`config.mk`:
```
export PLATFORM = sky130hd
export DESIGN_NAME = decoder_scan_seq
export DESIGN_NICKNAME = d
export VERILOG_FILES = /design/src/rtl/decoder_pkg.sv /design/src/rtl/onehot_dec.sv /design/src/rtl/decoder_scan_seq.sv
export SDC_FILE = /design/constraint.sdc
export NUM_CORES = 1
export LEC_CHECK = 0
export ABC_CLOCK_PERIOD_IN_PS = 3200
export BUFFER_PORTS_ARGS = -buffer_cell sky130_fd_sc_hd__buf_2
export CORE_UTILIZATION = 30
export DETAILED_ROUTE_END_ITERATION = 8
export SKIP_LAST_GASP = 1
export SYNTH_ARGS = -nofsm -noshare
export SYNTH_HDL_FRONTEND = slang
export SYNTH_HIERARCHICAL = 1
export SYNTH_SLANG_ARGS = --single-unit
```
`constraint.sdc`:
```
create_clock -name clk -period 3.2 [get_ports clk]
set_input_delay 0.32 -clock clk [delete_from_list [all_inputs] [get_ports clk]]
set_output_delay 0.32 -clock clk [all_outputs]
set_load 0.03 [all_outputs]
```
`src/rtl/decoder_pkg.sv`:
```
// Shared encodings for the command-driven decoder: command opcodes and FSM states.
package decoder_pkg;

  typedef enum logic [1:0] {
    OP_LOAD    = 2'b00,
    OP_STEP_UP = 2'b01,
    OP_STEP_DN = 2'b10,
    OP_SCAN    = 2'b11
  } op_e;

  typedef enum logic [1:0] {
    IDLE = 2'd0,
    HOLD = 2'd1,
    SCAN = 2'd2
  } state_e;

endpackage

```
`src/rtl/onehot_dec.sv`:
```
// Generic N-to-2**N combinational one-hot decoder.
module onehot_dec #(
  parameter  int SEL_W = 3,
  localparam int OUT_W = 2 ** SEL_W
) (
  input  logic [SEL_W-1:0] idx_i,
  output logic [OUT_W-1:0] onehot_o
);

  always_comb begin
    onehot_o        = '0;
    onehot_o[idx_i] = 1'b1;
  end

endmodule

```
`src/rtl/decoder_scan_seq.sv`:
```
// Registered binary-to-one-hot decoder with a command handshake, up/down stepping
// with wrap, and a timed auto-scan mode with programmable dwell.
module decoder_scan_seq
  import decoder_pkg::*;
#(
  parameter  int SEL_W   = 3,
  parameter  int DWELL_W = 8,
  parameter  bit ACT_LOW = 1'b0,
  localparam int OUT_W   = 2 ** SEL_W
) (
  input  logic               clk,
  input  logic               rst,
  input  logic               cmd_valid,
  output logic               cmd_ready,
  input  logic [1:0]         cmd_op,
  input  logic [SEL_W-1:0]   cmd_sel,
  input  logic [DWELL_W-1:0] cmd_dwell,
  input  logic               scan_stop,
  output logic [OUT_W-1:0]   out,
  output logic [SEL_W-1:0]   out_idx,
  output logic               out_valid,
  output logic               scan_active,
  output logic               wrap_pulse,
  output logic [1:0]         dbg_state
);

  // Handshake: a command transfers on a rising edge where cmd_valid && cmd_ready.
  // cmd_ready depends on the registered state only, so the requester may hold
  // cmd_valid across a scan and the command transfers once the block is back in HOLD.

  localparam logic [SEL_W-1:0] IDX_MAX = '1;
  localparam logic [SEL_W-1:0] IDX_MIN = '0;

  state_e             state_q, state_d;
  logic [SEL_W-1:0]   idx_q, idx_d;
  logic               valid_q, valid_d;
  logic               wrap_q, wrap_d;
  logic [DWELL_W-1:0] dwell_q, dwell_d;
  logic [DWELL_W-1:0] cnt_q, cnt_d;
  logic [OUT_W-1:0]   onehot_q, onehot_d;
  logic [OUT_W-1:0]   dec_next;
  logic               accept;
  op_e                op;

  assign op        = op_e'(cmd_op);
  assign cmd_ready = (state_q != SCAN);
  assign accept    = cmd_valid && cmd_ready;

  always_comb begin
    state_d = state_q;
    idx_d   = idx_q;
    valid_d = valid_q;
    wrap_d  = 1'b0;
    dwell_d = dwell_q;
    cnt_d   = cnt_q;
    unique case (state_q)
      IDLE, HOLD: begin
        if (accept) begin
          valid_d = 1'b1;
          state_d = HOLD;
          unique case (op)
            OP_LOAD: idx_d = cmd_sel;
            OP_STEP_UP: begin
              // From IDLE there is no previous index, so stepping seeds an end value.
              if (state_q == IDLE) begin
                idx_d = IDX_MIN;
              end else begin
                idx_d  = idx_q + 1'b1;
                wrap_d = (idx_q == IDX_MAX);
              end
            end
            OP_STEP_DN: begin
              if (state_q == IDLE) begin
                idx_d = IDX_MAX;
              end else begin
                idx_d  = idx_q - 1'b1;
                wrap_d = (idx_q == IDX_MIN);
              end
            end
            OP_SCAN: begin
              idx_d   = cmd_sel;
              dwell_d = cmd_dwell;
              cnt_d   = cmd_dwell;
              state_d = SCAN;
            end
            default: ;
          endcase
        end
      end
      SCAN: begin
        // A stop wins over a step due on the same edge.
        if (scan_stop) begin
          state_d = HOLD;
        end else if (cnt_q == '0) begin
          idx_d  = idx_q + 1'b1;
          wrap_d = (idx_q == IDX_MAX);
          cnt_d  = dwell_q;
        end else begin
          cnt_d = cnt_q - 1'b1;
        end
      end
      default: state_d = IDLE;
    endcase
  end

  onehot_dec #(.SEL_W(SEL_W)) u_dec (
    .idx_i    (idx_d),
    .onehot_o (dec_next)
  );

  assign onehot_d = valid_d ? dec_next : '0;

  always_ff @(posedge clk) begin
    if (rst) begin
      state_q  <= IDLE;
      idx_q    <= '0;
      valid_q  <= 1'b0;
      wrap_q   <= 1'b0;
      dwell_q  <= '0;
      cnt_q    <= '0;
      onehot_q <= '0;
    end else begin
      state_q  <= state_d;
      idx_q    <= idx_d;
      valid_q  <= valid_d;
      wrap_q   <= wrap_d;
      dwell_q  <= dwell_d;
      cnt_q    <= cnt_d;
      onehot_q <= onehot_d;
    end
  end

  assign out         = ACT_LOW ? ~onehot_q : onehot_q;
  assign out_idx     = idx_q;
  assign out_valid   = valid_q;
  assign scan_active = (state_q == SCAN);
  assign wrap_pulse  = wrap_q;
  assign dbg_state   = state_q;

endmodule

```
# Yosys cells after proc, flatten, opt, wreduce, memory -nomap -nowiden
# Cells that the tools add are included.
[totals]
regBits = 31
input_bits = 17
output_inout_bits = 17
elab_cells = 64
[classes]
add_sub_neg = 3
n_lt_le_gt_ge = 2
n_eq_ne = 11
n_mux = 27
bitwise_logic = 1
reduce_logical = 13
[op_table]
columns = ["cell", "count"]
rows = [
  ["two-way mux 8 bit", 4],
  ["case mux 8 bit (2 select lines)", 1],
  ["two-way mux 3 bit", 5],
  ["case mux 3 bit (3 select lines)", 1],
  ["zero test 8 bit", 1],
  ["two-way mux 1 bit", 8],
  ["inequality test 2 bit, second input constant", 4],
  ["subtractor 8 x 1 -> 8 bit, second input constant", 1],
  ["equality test 2 bit, second input constant", 3],
  ["two-way mux 2 bit", 3],
  ["case mux 3 bit (2 select lines)", 1],
  ["OR reduction 2 bit", 3],
  ["equality test 2 x 1 -> 1 bit, second input constant", 2],
  ["zero test 2 bit", 2],
  ["less-than comparator 3 x 4 -> 1 bit, second input constant", 1],
  ["case mux 1 bit (2 select lines)", 2],
  ["case mux 2 bit (2 select lines)", 1],
  ["AND reduction 4 bit", 1],
  ["adder 3 x 1 -> 3 bit, second input constant", 1],
  ["demux 1 bit (select 3 bit)", 1],
  ["equality test 3 bit, second input constant", 1],
  [">= comparator 3 x 1 -> 1 bit, second input constant", 1],
  ["zero test 3 bit", 1],
  ["AND reduction 3 bit", 1],
  ["6 further kinds", 7],
]

# Longest topological paths before layout
[depth]
word_depth = 9
depth_mapped = 9
depth_no_buf = 8

# Modules after synthesis
# Netlist, hierarchy kept.
[by_module_without_submodules]
columns = ["mod", "instances", "cells_per_inst", "area_per_inst_um2"]
rows = [
  ["decoder_scan_seq", 1, 199, 1650.3],
  ["onehot_dec", 1, 8, 65.1],
]

# Worst setup path before layout
# OpenSTA, ideal clock, no wires.
[synth_path]
kind = "register -> register"
from = "register cnt_q[0]"
to = "register onehot_q[3] (netlist: out[3])"
setup_ns = 0.115
t_arrival_ns = 2.298
slack_ns = 0.787
path_stages_with_launch = 9
n_path_buf = 0
synth_period_minus_slack_ns = 2.413
path_cell_list = "dfxtp_1 inv_1 ha_1 or3b_2 nor4_1 mux2_2 mux2_2 and3b_2 and2_1"
[synth_between]
elab_chain_cells = 8
word_cells_on_any_way = 9
classes_between = "order compare (2); mux (5); reduce/logical (2)"
[synth_lines]
columns = ["item", "line", "source"]
rows = [
  ["start, declared", "decoder_scan_seq.sv:39", "logic [DWELL_W-1:0] cnt_q, cnt_d;"],
  ["start signal, assigned", "decoder_scan_seq.sv:128", "cnt_q <= cnt_d;"],
  ["zero test 8 bit *", "decoder_scan_seq.sv:94", "end else if (cnt_q == '0) begin"],
  ["two-way mux 3 bit *", "decoder_scan_seq.sv:94", ""],
  ["two-way mux 3 bit *", "decoder_scan_seq.sv:92", "if (scan_stop) begin"],
  ["case mux 3 bit (2 select lines) *", "decoder_scan_seq.sv:56", "unique case (state_q)"],
  ["net idx_d[1]", "decoder_scan_seq.sv:35", "logic [SEL_W-1:0] idx_q, idx_d;"],
  ["less-than comparator 3 x 4 -> 1 bit (implied by the code) or >= comparator 3 x 1 -> 1 bit (tied branches)", "onehot_dec.sv:12", "onehot_o[idx_i] = 1'b1;"],
  ["logical AND 1 bit (implied by the code)", "onehot_dec.sv:12", ""],
  ["two-way mux 1 bit (implied by the code)", "onehot_dec.sv:12", ""],
  ["demux 1 bit (select 3 bit) *", "n/a", ""],
  ["net dec_next[3]", "decoder_scan_seq.sv:41", "logic [OUT_W-1:0] dec_next;"],
  ["end signal, assigned", "decoder_scan_seq.sv:129", "onehot_q <= onehot_d;"],
  ["end, declared", "decoder_scan_seq.sv:40", "logic [OUT_W-1:0] onehot_q, onehot_d;"],
]
# Mark *: on every way through the listed nets, which the timed path passes. The rest lies on a longest branch.
# A chain may end at the register's enable or synchronous reset.

# Worst setup path after layout
# Ends and elaborated chain as after synthesis.

==> results.yml <==
sta:
  rsz0062_at_grt: "false"
  final_max_slew_viol_count: 0
  setup_tns_ns: 0
  period_needed_ns: 2.73
  period_share: 0.853
  max_slew_margin: 0.508
  worst_pin_slew_ns: 0.730
  clock_skew_ns: 0.00852
  finalSetupViolations: 0
  fmax_mhz: 366
  hold_viol: 0
logic_synthesis:
  ys.flop_type: "dfxtp_1"
  synth_nets: 233
  synth_top_area_share: 0.362
  yosysWarningCount: 6
  synth-edff-count: 0
  syn_avg_cell_area_um2: 8.29
  async_flop_share: 0
  synthTopCellsByArea: "dfxtp_1, ha_1, a21oi_1"
  syn_inst: 207
  yosys-top-cells-count: "dfxtp_1, a21oi_1, nand2_1, nor2_1, o21ai_0"
  synth_area_um2: 1720
  synth_most_common_cell: "dfxtp_1"
  synth.largest_area_cell: "dfxtp_1"
  seq_area_frac_synth: 0.362
  synth_cell_types: 45
  synth-seq-cells: 31
worst_setup_path:
  path_class: "flip-flop to flip-flop"
  cp_data_required_time_ns: 3.37
  cp_max_fo: 13
  cp_common_cell: "mux2_2"
  slowest_stage: "or3b_2"
  cp_cell_sequence: "inv_1 -> ha_1 -> or3b_2 -> nor4_1 -> mux2_2 -> mux2_2 -> and3b_2 -> and2_1"
  end_kind: "flip-flop"
  critical-path-top-delay-family: "simple AND/OR/NAND/NOR gates"
  start_kind: "flip-flop"
  slowest_delay_ns: 0.61
  crit_arrival_ns: 2.90
  critPathBufInv: 1
finish:
  nFillCells: 573
  syn_to_final_growth_pct: 18.2
  drive_gt1_frac: 0.222
  n_antenna_cell: 0
  nNetsFinal: 266
  final_util: 0.368
route:
  wirelength_um: 4420
  drtIter0Drc: 99
  drtAntennaViolNets: 0
  routedWlPerCell_um: 14.2
  drc: 0
  viasPerCell: 5.28
  vias: 1641
  dr.pass1.iters: 4
power:
  power.share.sequential: 0.459
  clockPowerShare: 0.305
  p_per_area_nw_per_um2: 463
  internal_power_uw: 639
  netSwitchingPower_uw: 299
  swShare: 0.318
  leakage_nw: 0.834
  ir_worst_vdd_uv: 231
  p_comb_frac: 0.236
cts:
  post_cts_buffers: 0
  cts_tree: "yes"
  cts_made_buffers: 5
  cts_max_level: 2
  clk-insertion-delay-late_ns: 0.28
  cts_resized: 0
  ctsRootBufferMaster: "clkbuf_8"
  ctsHoldBuffers: 0
  clockBufferDepth: 2
  cts.sinks: 31
  cts.clk_slew.worst_paths_ns: 0.07
placed_design:
  io_buffers: 33
  dp_hpwl_um: 3100
  gp_congestion: 0.767
global_routing:
  gr-total-overflow: 0
  antenna_found_initial: 0
  grt_pass1_vias: 1506
  grt_max_degree: 25
  grt_first_pass_wirelength_um: 7290
  track_usage: 0.154
floorplan:
  die_area_um2: 6020
  die_y_um: 77.6
  initial_core_util: 0.312
  num_io_pins: 34
  placementRows: 27
  die_w_um: 77.6
  core_area_um2: 5510
job:
  maxCapViolations: 0
hold_path:
  hold_path_class: "input pin to flip-flop"
run_status:
  status: "completed"
==> layout by cell type (no fill, tap or decap), types with 8 or more instances in the layout <==
cell      synthesis  final
and2_1            8      8
dfxtp_1          31     31
nand3_1           9      9
o21ai_0          11     11
nor2_1           16     16
nand2_1          16     16
inv_1             8      8
buf_2             1     33
a211oi_1          8      8
ha_1              9      9
a21oi_1          20     20
==> per-layer routing <==
metal / GRT usage / wire, um
met5: 0 / 0
met4: 0.0566 / 45
met3: 0.0388 / 308
met2: 0.246 / 2020
met1: 0.198 / 2050
==> power groups by stage <==
stage               Sequential [mW]  Clock (mW)  Combinational, mW
CTS                           0.430       0.288              0.222
global route                  0.434       0.307              0.245
global placement              0.439           0              0.220
detailed placement            0.438           0              0.222
finish                        0.431       0.286              0.222
floorplan                     0.451           0              0.147
==> through the flow <==
step | cell area, um2 | hold slack [ns] | setup slack [ns] | cells | power [mW]
final | 2030 | 0.302 | 0.471 | 311 | 0.938
after global routing | 2030 | 0.306 | 0.324 | 311 | 0.986
after CTS | 2030 | 0.296 | 0.483 | 311 | 0.941
after detailed placement | 1950 | 0.451 | 0.503 | 305 | 0.660
after global placement | 1950 | 0.446 | 0.566 | 305 | 0.658
after floorplan | 1720 | 0.398 | 0.787 | 207 | 0.598
==> flip-flops by register name (all words and copies together), names as in the netlist <==
signal / flops
wrap_pulse: 1
dwell_q: 8
dbg_state: 2
out_idx: 3
out_valid: 1
cnt_q: 8
out: 8
==> cell families after synthesis <==
group | after synthesis | share of synthesized area
adders and majority gates | 9 | 0.0656
muxes | 4 | 0.0248
AOI/OAI and AO/OA | 64 | 0.244
DFF | 31 | 0.362
xor gates and xnor gates | 1 | 0.00511
buffers and inverters | 19 | 0.0445
and+or+nand+nor | 79 | 0.255
==> tightest hold or removal path: stages <==
cell and delay [ns]:
buf_2 0.10, nand3_1 0.06, a21oi_1 0.05
==> area by class of cell <==
cell class | instances | area [um2] | share of cell area
inverter | 8 | 30.0 | 0.0148
sequential | 31 | 621 | 0.306
tap | 72 | 90.1 | 0.0444
timing repair buffer | 37 | 195 | 0.0963
clock buffer | 6 | 72.6 | 0.0358
multi-input combinational | 157 | 1020 | 0.502
==> path summary, 6_finish.rpt <==
path / start / depth (start not counted) / slack (ns) / endpoint
worst max-delay path: cnt_q[0] / 8 / 0.47 / out[3]
worst min-delay path: cmd_dwell[5] / 3 / 0.30 / dwell_q[5]
worst max register to register: cnt_q[0] / 8 / 0.47 / out[3]
worst min register to register: dwell_q[1] / 2 / 0.46 / dwell_q[1]
Note: power is estimated with default switching activity, not from simulation.
